## config.mk

```make
export PLATFORM = sky130hd
export DESIGN_NAME = mc_control_fsm
export DESIGN_NICKNAME = d
export VERILOG_FILES = /design/src/rtl/mc_control_fsm.sv
export SDC_FILE = /design/constraint.sdc
export NUM_CORES = 1
export LEC_CHECK = 0
export CORE_ASPECT_RATIO = 1.1
export CORE_MARGIN = 1
export CORE_UTILIZATION = 41
export DETAILED_ROUTE_END_ITERATION = 10
export MAX_ROUTING_LAYER = met4
export PLACE_DENSITY = 0.77
export SLEW_MARGIN = 20
export SYNTH_ARGS = -nofsm -noshare
export SYNTH_HDL_FRONTEND = slang
export SYNTH_SLANG_ARGS = --single-unit
```

## constraint.sdc

```tcl
create_clock -name clk -period 1.4 [get_ports clk]
set_input_delay 0.14 -clock clk [delete_from_list [all_inputs] [get_ports clk]]
set_output_delay 0.14 -clock clk [all_outputs]
set_load 0.01 [all_outputs]
```

## src/rtl/mc_control_fsm.sv

```systemverilog
// Multi-cycle MIPS control FSM: opcode dispatch, datapath mux/enable decode, memory wait guard.
// Optional feature: define MC_CTRL_TRAP_EN to route illegal opcodes and memory timeouts to a TRAP state.
module mc_control_fsm #(
    parameter int OPCODE_W = 6,
    parameter int ALUOP_W  = 3,
    parameter int MAX_WAIT = 15
) (
    input  logic                clk,
    input  logic                rst,
    input  logic [OPCODE_W-1:0] opcode,
    input  logic                mem_ready,
    input  logic                hold,
    output logic                pc_write,
    output logic                pc_write_cond,
    output logic                branch_ne,
    output logic                iord,
    output logic                mem_read,
    output logic                mem_write,
    output logic                ir_write,
    output logic [1:0]          mem_to_reg,
    output logic [1:0]          pc_source,
    output logic [ALUOP_W-1:0]  alu_op,
    output logic                alu_src_a,
    output logic [1:0]          alu_src_b,
    output logic                reg_write,
    output logic [1:0]          reg_dst,
    output logic                lui_en,
    output logic                err_timeout,
    output logic                trap,
    output logic [3:0]          state_o
);

    localparam logic [3:0] S_FETCH  = 4'd0;
    localparam logic [3:0] S_DECODE = 4'd1;
    localparam logic [3:0] S_MADDR  = 4'd2;
    localparam logic [3:0] S_MRD    = 4'd3;
    localparam logic [3:0] S_MWB    = 4'd4;
    localparam logic [3:0] S_MWR    = 4'd5;
    localparam logic [3:0] S_REXE   = 4'd6;
    localparam logic [3:0] S_RWB    = 4'd7;
    localparam logic [3:0] S_BR     = 4'd8;
    localparam logic [3:0] S_J      = 4'd9;
    localparam logic [3:0] S_JAL    = 4'd10;
    localparam logic [3:0] S_IEXE   = 4'd11;
    localparam logic [3:0] S_IWB    = 4'd12;
    localparam logic [3:0] S_LUI    = 4'd13;
    localparam logic [3:0] S_TRAP   = 4'd14;

    localparam logic [5:0] OP_RTYPE = 6'b000000;
    localparam logic [5:0] OP_J     = 6'b000010;
    localparam logic [5:0] OP_JAL   = 6'b000011;
    localparam logic [5:0] OP_BEQ   = 6'b000100;
    localparam logic [5:0] OP_BNE   = 6'b000101;
    localparam logic [5:0] OP_ADDI  = 6'b001000;
    localparam logic [5:0] OP_SLTI  = 6'b001010;
    localparam logic [5:0] OP_ANDI  = 6'b001100;
    localparam logic [5:0] OP_ORI   = 6'b001101;
    localparam logic [5:0] OP_LUI   = 6'b001111;
    localparam logic [5:0] OP_LW    = 6'b100011;
    localparam logic [5:0] OP_SW    = 6'b101011;

    localparam logic [ALUOP_W-1:0] ALU_ADD   = ALUOP_W'(3'b000);
    localparam logic [ALUOP_W-1:0] ALU_SUB   = ALUOP_W'(3'b001);
    localparam logic [ALUOP_W-1:0] ALU_FUNCT = ALUOP_W'(3'b010);
    localparam logic [ALUOP_W-1:0] ALU_SLT   = ALUOP_W'(3'b011);
    localparam logic [ALUOP_W-1:0] ALU_AND   = ALUOP_W'(3'b100);
    localparam logic [ALUOP_W-1:0] ALU_OR    = ALUOP_W'(3'b101);

    localparam int CNT_W = $clog2(MAX_WAIT + 1);
    localparam logic [CNT_W-1:0] WAIT_LIM = CNT_W'(MAX_WAIT);

`ifdef MC_CTRL_TRAP_EN
    localparam logic [3:0] S_FAULT = S_TRAP;
`else
    localparam logic [3:0] S_FAULT = S_FETCH;
`endif

    logic [3:0]       state, state_nxt;
    logic [CNT_W-1:0] wait_cnt;
    logic [5:0]       op6;
    logic             mem_state;
    logic             timeout;
    logic [ALUOP_W-1:0] imm_alu_op;

    assign op6       = opcode[5:0];
    assign mem_state = (state == S_FETCH) || (state == S_MRD) || (state == S_MWR);
    // A completing access on the last allowed cycle wins over the timeout.
    assign timeout   = mem_state && !hold && !mem_ready && (wait_cnt == WAIT_LIM);
    assign state_o   = state;

    always_comb begin
        case (op6)
            OP_SLTI: imm_alu_op = ALU_SLT;
            OP_ANDI: imm_alu_op = ALU_AND;
            OP_ORI:  imm_alu_op = ALU_OR;
            default: imm_alu_op = ALU_ADD;
        endcase
    end

    always_comb begin
        state_nxt = state;
        if (!hold) begin
            case (state)
                S_FETCH:  state_nxt = mem_ready ? S_DECODE : (timeout ? S_FAULT : S_FETCH);
                S_DECODE: begin
                    case (op6)
                        OP_LW, OP_SW:                     state_nxt = S_MADDR;
                        OP_RTYPE:                         state_nxt = S_REXE;
                        OP_J:                             state_nxt = S_J;
                        OP_JAL:                           state_nxt = S_JAL;
                        OP_BEQ, OP_BNE:                   state_nxt = S_BR;
                        OP_ADDI, OP_SLTI, OP_ANDI, OP_ORI: state_nxt = S_IEXE;
                        OP_LUI:                           state_nxt = S_LUI;
                        default:                          state_nxt = S_FAULT;
                    endcase
                end
                S_MADDR:  state_nxt = (op6 == OP_SW) ? S_MWR : S_MRD;
                S_MRD:    state_nxt = mem_ready ? S_MWB : (timeout ? S_FAULT : S_MRD);
                S_MWR:    state_nxt = mem_ready ? S_FETCH : (timeout ? S_FAULT : S_MWR);
                S_REXE:   state_nxt = S_RWB;
                S_IEXE:   state_nxt = S_IWB;
                S_TRAP:   state_nxt = S_FAULT;
                default:  state_nxt = S_FETCH;
            endcase
        end
    end

    always_ff @(posedge clk or posedge rst) begin
        if (rst) begin
            state       <= S_FETCH;
            wait_cnt    <= '0;
            err_timeout <= 1'b0;
        end else if (!hold) begin
            state <= state_nxt;
            // Stalled memory states count up; any exit (completion or timeout) clears.
            if (mem_state && !mem_ready && !timeout)
                wait_cnt <= wait_cnt + 1'b1;
            else
                wait_cnt <= '0;
            if (timeout)
                err_timeout <= 1'b1;
        end
    end

`ifdef MC_CTRL_TRAP_EN
    assign trap = (state == S_TRAP);
`else
    assign trap = 1'b0;
`endif

    always_comb begin
        pc_write      = 1'b0;
        pc_write_cond = 1'b0;
        branch_ne     = 1'b0;
        iord          = 1'b0;
        mem_read      = 1'b0;
        mem_write     = 1'b0;
        ir_write      = 1'b0;
        mem_to_reg    = 2'b00;
        pc_source     = 2'b00;
        alu_op        = ALU_ADD;
        alu_src_a     = 1'b0;
        alu_src_b     = 2'b00;
        reg_write     = 1'b0;
        reg_dst       = 2'b00;
        lui_en        = 1'b0;
        case (state)
            S_FETCH: begin
                mem_read  = 1'b1;
                alu_src_b = 2'b01;
                pc_write  = mem_ready;
                ir_write  = mem_ready;
            end
            S_DECODE: alu_src_b = 2'b11;
            S_MADDR: begin
                alu_src_a = 1'b1;
                alu_src_b = 2'b10;
            end
            S_MRD: begin
                iord     = 1'b1;
                mem_read = 1'b1;
            end
            S_MWB: begin
                mem_to_reg = 2'b01;
                reg_write  = 1'b1;
            end
            S_MWR: begin
                iord      = 1'b1;
                mem_write = 1'b1;
            end
            S_REXE: begin
                alu_src_a = 1'b1;
                alu_op    = ALU_FUNCT;
            end
            S_RWB: begin
                reg_dst   = 2'b01;
                reg_write = 1'b1;
            end
            S_BR: begin
                alu_src_a     = 1'b1;
                alu_op        = ALU_SUB;
                pc_write_cond = 1'b1;
                pc_source     = 2'b01;
                branch_ne     = op6[0];
            end
            S_J: begin
                pc_write  = 1'b1;
                pc_source = 2'b10;
            end
            // PC already holds PC+4 here, so the link value is the current PC.
            S_JAL: begin
                pc_write   = 1'b1;
                pc_source  = 2'b10;
                reg_write  = 1'b1;
                reg_dst    = 2'b10;
                mem_to_reg = 2'b10;
            end
            S_IEXE: begin
                alu_src_a = 1'b1;
                alu_src_b = 2'b10;
                alu_op    = imm_alu_op;
            end
            S_IWB: begin
                alu_src_a = 1'b1;
                alu_src_b = 2'b10;
                alu_op    = imm_alu_op;
                reg_write = 1'b1;
            end
            S_LUI: begin
                reg_write = 1'b1;
                lui_en    = 1'b1;
            end
            default: ;
        endcase

        if (rst) begin
            pc_write      = 1'b0;
            pc_write_cond = 1'b0;
            branch_ne     = 1'b0;
            iord          = 1'b0;
            mem_read      = 1'b0;
            mem_write     = 1'b0;
            ir_write      = 1'b0;
            mem_to_reg    = 2'b00;
            pc_source     = 2'b00;
            alu_op        = ALU_ADD;
            alu_src_a     = 1'b0;
            alu_src_b     = 2'b00;
            reg_write     = 1'b0;
            reg_dst       = 2'b00;
            lui_en        = 1'b0;
        end else if (hold) begin
            pc_write      = 1'b0;
            pc_write_cond = 1'b0;
            ir_write      = 1'b0;
            reg_write     = 1'b0;
            mem_read      = 1'b0;
            mem_write     = 1'b0;
        end
    end

endmodule

```

==> results of run 1 <==
## logic make-up after synthesis
kind of cell	share of synthesized area [%]
DFF	21.2
buffers and inverters	7.31
other	0.353
and+or+nand+nor	41.2
adders and majority gates	1.18
xor gates and xnor gates	0.826
AOI/OAI and AO/OA	27.9
## stage by stage
step | worst slack [ns] | utilization, %
floorplan | -0.0776 | -
global placement | -0.843 | 77.2
detailed placement | -0.897 | 77.2
CTS | -0.459 | 90.0
## what timing repair did
| item | in CTS |
|---|---|
| setup endpoints to repair | 34 |
| gates resized for setup | 151 |
| buffers inserted | 18 |
| pin swaps | 27 |
==> impl_results.md, run 1 <==
* Synth Cell Area at between 1000 and 1500 um2
* Yosys top cell by area: dfrtp_1
* RePlAce Congestion at 0.921
* H-tree Lvls at 1
* Sequential share of the synthesized area at 21.2%
* Starting density of the core at a little under half
* Synth top area share at 21.2%
* Tool error: [ERROR DPL-0038] Utilization greater than 100%, impossible to legalize
* Syn_nets at 163
* Die height at between 50 and 60 um
* Worst EP post-GRT repair: alu_op[1]
* TritonCTS Buffers at 3
* Synthesized instance count at 152
* Yosys warns at 0
* Clock Tree Buf Depth at 2
* Post-synth cell types at 49
* Outcome: did not finish
* I/O pin total at 37
* Synth top cells by count: nor2_1 (20), nand2_1 (15), nor3_1 (10)
* Asr flop ratio synth at between 90% and 100%
* Most frequent cell after synthesis: nor2_1
* Syn Area/Cell at 6.98 um2
* Fail Step: global routing
* CTS root buffer: clkbuf_4
* Clock sink count at 9
* Post-synth EDFFs at 0
* Placement row count at 18
* Hold buffers post-CTS at 0
* Main synth FF type: dfrtp_1
* PortBufs at 35
* Synth top area cells: dfrtp_1 (21%), nor2_1 (7.1%), nand2_1 (5.3%)
* Die width at 50.5 um
* Yosys reg bits at 9
* DP Cell Count at 254
* Worst EP kind: primary output
* Dpl cell area at 1810 um2
* Largest net degree at the start of global routing at 16
* Dpl hpwl at slightly below 3000 um
==> inputs of run 2 (changes only) <==
CORE_AREA = 2 2 63 65   (was not set)
CORE_ASPECT_RATIO = not set   (was 1.1)
CORE_MARGIN = not set   (was 1)
CORE_UTILIZATION = not set   (was 41)
DIE_AREA = 0 0 65 67   (was not set)
MAX_ROUTING_LAYER = not set   (was met4)
PLACE_DENSITY = not set   (was 0.77)
PLACE_DENSITY_LB_ADDON = 0.15   (was not set)
clock period = 1.8 ns   (was 1.4 ns; I/O delays follow)
==> impl_results.md, run 2 <==
* Kind of critical path: reg -> out
* Asr flop ratio synth at 100% (unchanged)
* Hold buffers post-CTS at 0 (unchanged)
* Setup WS pre-CTS at -0.559 ns (+0.338 ns)
* Min Tclk post-route at about 1.8 ns
* Final Hold Viols at 0
* Post-synth cell types at 49 (unchanged)
* Vias per Instance at 5.05
* ANT cells at 0
* Worst path required time at about 1.6 ns
* Footprint of the multi-input gates at slightly below 900 um2
* Synthesized instance count at 152 (unchanged)
* Total Wirelength at 3820 um
* Worst-Skew Late Latency at 0.24 ns
* CTS clk-pin slew, worst paths at 0.05 ns
* Crit path largest cell delay at ~0.42 ns
* Fin crit share at between 90% and 100%
* Total of max-cap violations at 0
* Layout cells sized above 1 at a little over two fifths
* Critical path's slowest cell: or3b_4
* Synth top area share at 21.2% (unchanged)
* Yosys warns at 0 (unchanged)
* Fin Clk Skew at 0.000711 ns
* Critical path cell sequence: or3b_4, o41ai_4, a32oi_1, nor2_1, buf_2
* First-pass detailed-route iteration total at 6
* Area growth syn-to-layout at 78.8%
* DRT antenna net count at 0
* Critical R2R Capture: state_o[3]
* TritonCTS clock tree: built
* Clock Tree Buf Depth at 2 (unchanged)
* Critical path fanouts, max at 3
* Commonest non-fill, non-tap cell in the layout: buf_4
* I/O pin total at 37 (unchanged)
* Outcome: finished, final reports clean
* Worst setup EP type: primary output
* Final setup TNS at 0 ns
* Commonest non-fill, non-tap cells in the layout: buf_4 (44), nor2_1 (15), nand2_1 (15)
* WL/cell at 13.9 um
* Crit path DAT at 1.62 ns
* PortBufs at 35 (unchanged)
* Die area at between 4000 and 5000 um2
* Slew Viols, Final at 0
* Post-synth EDFFs at 0 (unchanged)
* Fmax at around 0.56 GHz
* Clock sink count at 9 (unchanged)
* Starting density of the core at 29.4% (-16 points)
* Worst R2R Setup Slack at 0.08 ns
* Initial antenna violation count at 0
* Peak VDD IR at roughly 560 uV
* Power, Total at 2.01 mW
* Die width at 65 um (+29%)
* Final WS setup at 0.000825 ns
* Pleak at 0.874 nW
* H-tree Lvls at 1 (unchanged)
* Global-route wire length before repair at approximately 6200 um
* Synth top cells by count: nor2_1 (20), nand2_1 (15), nor3_1 (10)
* Vias at 1390
* Total global routing track utilization at between 10% and 20%
* Dpl hpwl at 2900 um (-1.3%)
* Most frequent cell after synthesis: nor2_1
* Unrepaired setup endpoints after global routing: yes
* CP Launch Type: flip-flop
* DR iter-0 viols at between 60 and 70
* RePlAce Congestion at 0.818 (-11%)
* Syn Area/Cell at 6.98 um2 (unchanged)
* Syn_nets at 163 (unchanged)
* Synth Cell Area at 1060 um2 (unchanged)
* Worst R2R Start: state_o[2]
* # setup viols final at 0
* Sequential Area at 226 um2
* Core footprint at 3610 um2
* Pwr dens at 1060 nW/um2
* CTS root buffer: clkbuf_8
* Largest net degree at the start of global routing at 16
* Yosys reg bits at 9 (unchanged)
* Yosys top cell by area: dfrtp_1
* Placement row count at 22 (+4)
* Sequential share of the synthesized area at 21.2% (unchanged)
* Synth top area cells: dfrtp_1 (21%), nor2_1 (7.1%), nand2_1 (5.3%)
* Gr ovfl total at 0
* Fill count at 359
* TritonCTS Buffers at 3 (unchanged)
* Hold crit path type: in -> async
* Main synth FF type: dfrtp_1
* Vias in the first global route at 1367
* Die height at 67 um (+21%)
* DRC violations left at 0
* Reg2reg path depth at 5
* Fin nets at 239
* Final core utilization at 52.6%
* Fin Hold WS at 0.305 ns
==> run 2: cell counts after synthesis <==
No cell type changed its count.
==> run 2: timing repair <==
action | in CTS | in global routing
resized for setup | 54 | 40
setup endpoints to repair | 21 | 18
buffers inserted | 2 | 2
pin swaps | 4 | 7
==> run 2: cell type report <==
class / count / share of cell area, %
Clock buffer: 4 / 2.37
Timing Repair Buffer: 84 / 34.9
Sequential cell: 9 / 11.9
Inverter: 4 / 0.792
Multi-Input combinational cell: 126 / 46.8
Tap cell: 48 / 3.17
==> run 2: power by group <==
part           switching [mW]  total, mW  internal (mW)
sequential             0.0628      0.316          0.253
clock                  0.0896      0.245          0.155
combinational           0.719       1.45          0.726
total                   0.871       2.01           1.13
==> run 2: worst max-delay path by stage <==
stage	slack, ns	depth (start not counted)	startpoint	endpoint
6_report	0.0008	5	state_o[3]	alu_op[1]
4_1_cts	-0.09	5	state_o[3]	alu_op[1]
3_5_place_dp	-0.56	7	opcode[5]	alu_op[1]
2_1_floorplan	0.17	5	state_o[0]	pc_write
3_3_place_gp	-0.51	7	opcode[5]	alu_op[1]
5_1_grt	-0.11	5	state_o[3]	alu_op[1]
==> run 2: per-stage QoR <==
| stage | instances | cell area (um2) |
|---|---|---|
| final | 275 | 1900 |
| after global routing | 275 | 1900 |
| after CTS | 273 | 1810 |
| after detailed placement | 267 | 1750 |
| after global placement | 267 | 1750 |
| after floorplan | 152 | 1060 |
==> run 2: cell families after synthesis <==
| group | after synthesis | share of synthesized area (%) |
|---|---|---|
| compound gates | 42 | 27.9 |
| buf+inv | 17 | 7.31 |
| other cells | 1 | 0.353 |
| fa+ha+maj | 1 | 1.18 |
| simple gates | 81 | 41.2 |
| flops | 9 | 21.2 |
| xor+xnor | 1 | 0.826 |
==> run 2: per-layer routing <==
layer	up-vias	wire length, um	GRT usage (%)
met1	641	1680	21.2
met2	39	1920	35.6
met5	-	0	0
met4	0	63	5.05
met3	9	151	1.69
li1	701	-	-
==> run 2: critical path, delay by kind of cell, from the launching register on <==
kind,cells,cell delay [ns]
flops,1,0.37
compound gates,2,0.33
simple gates,2,0.54
buf+inv,1,0.14
No activity file was read; power rests on OpenSTA's default activity.
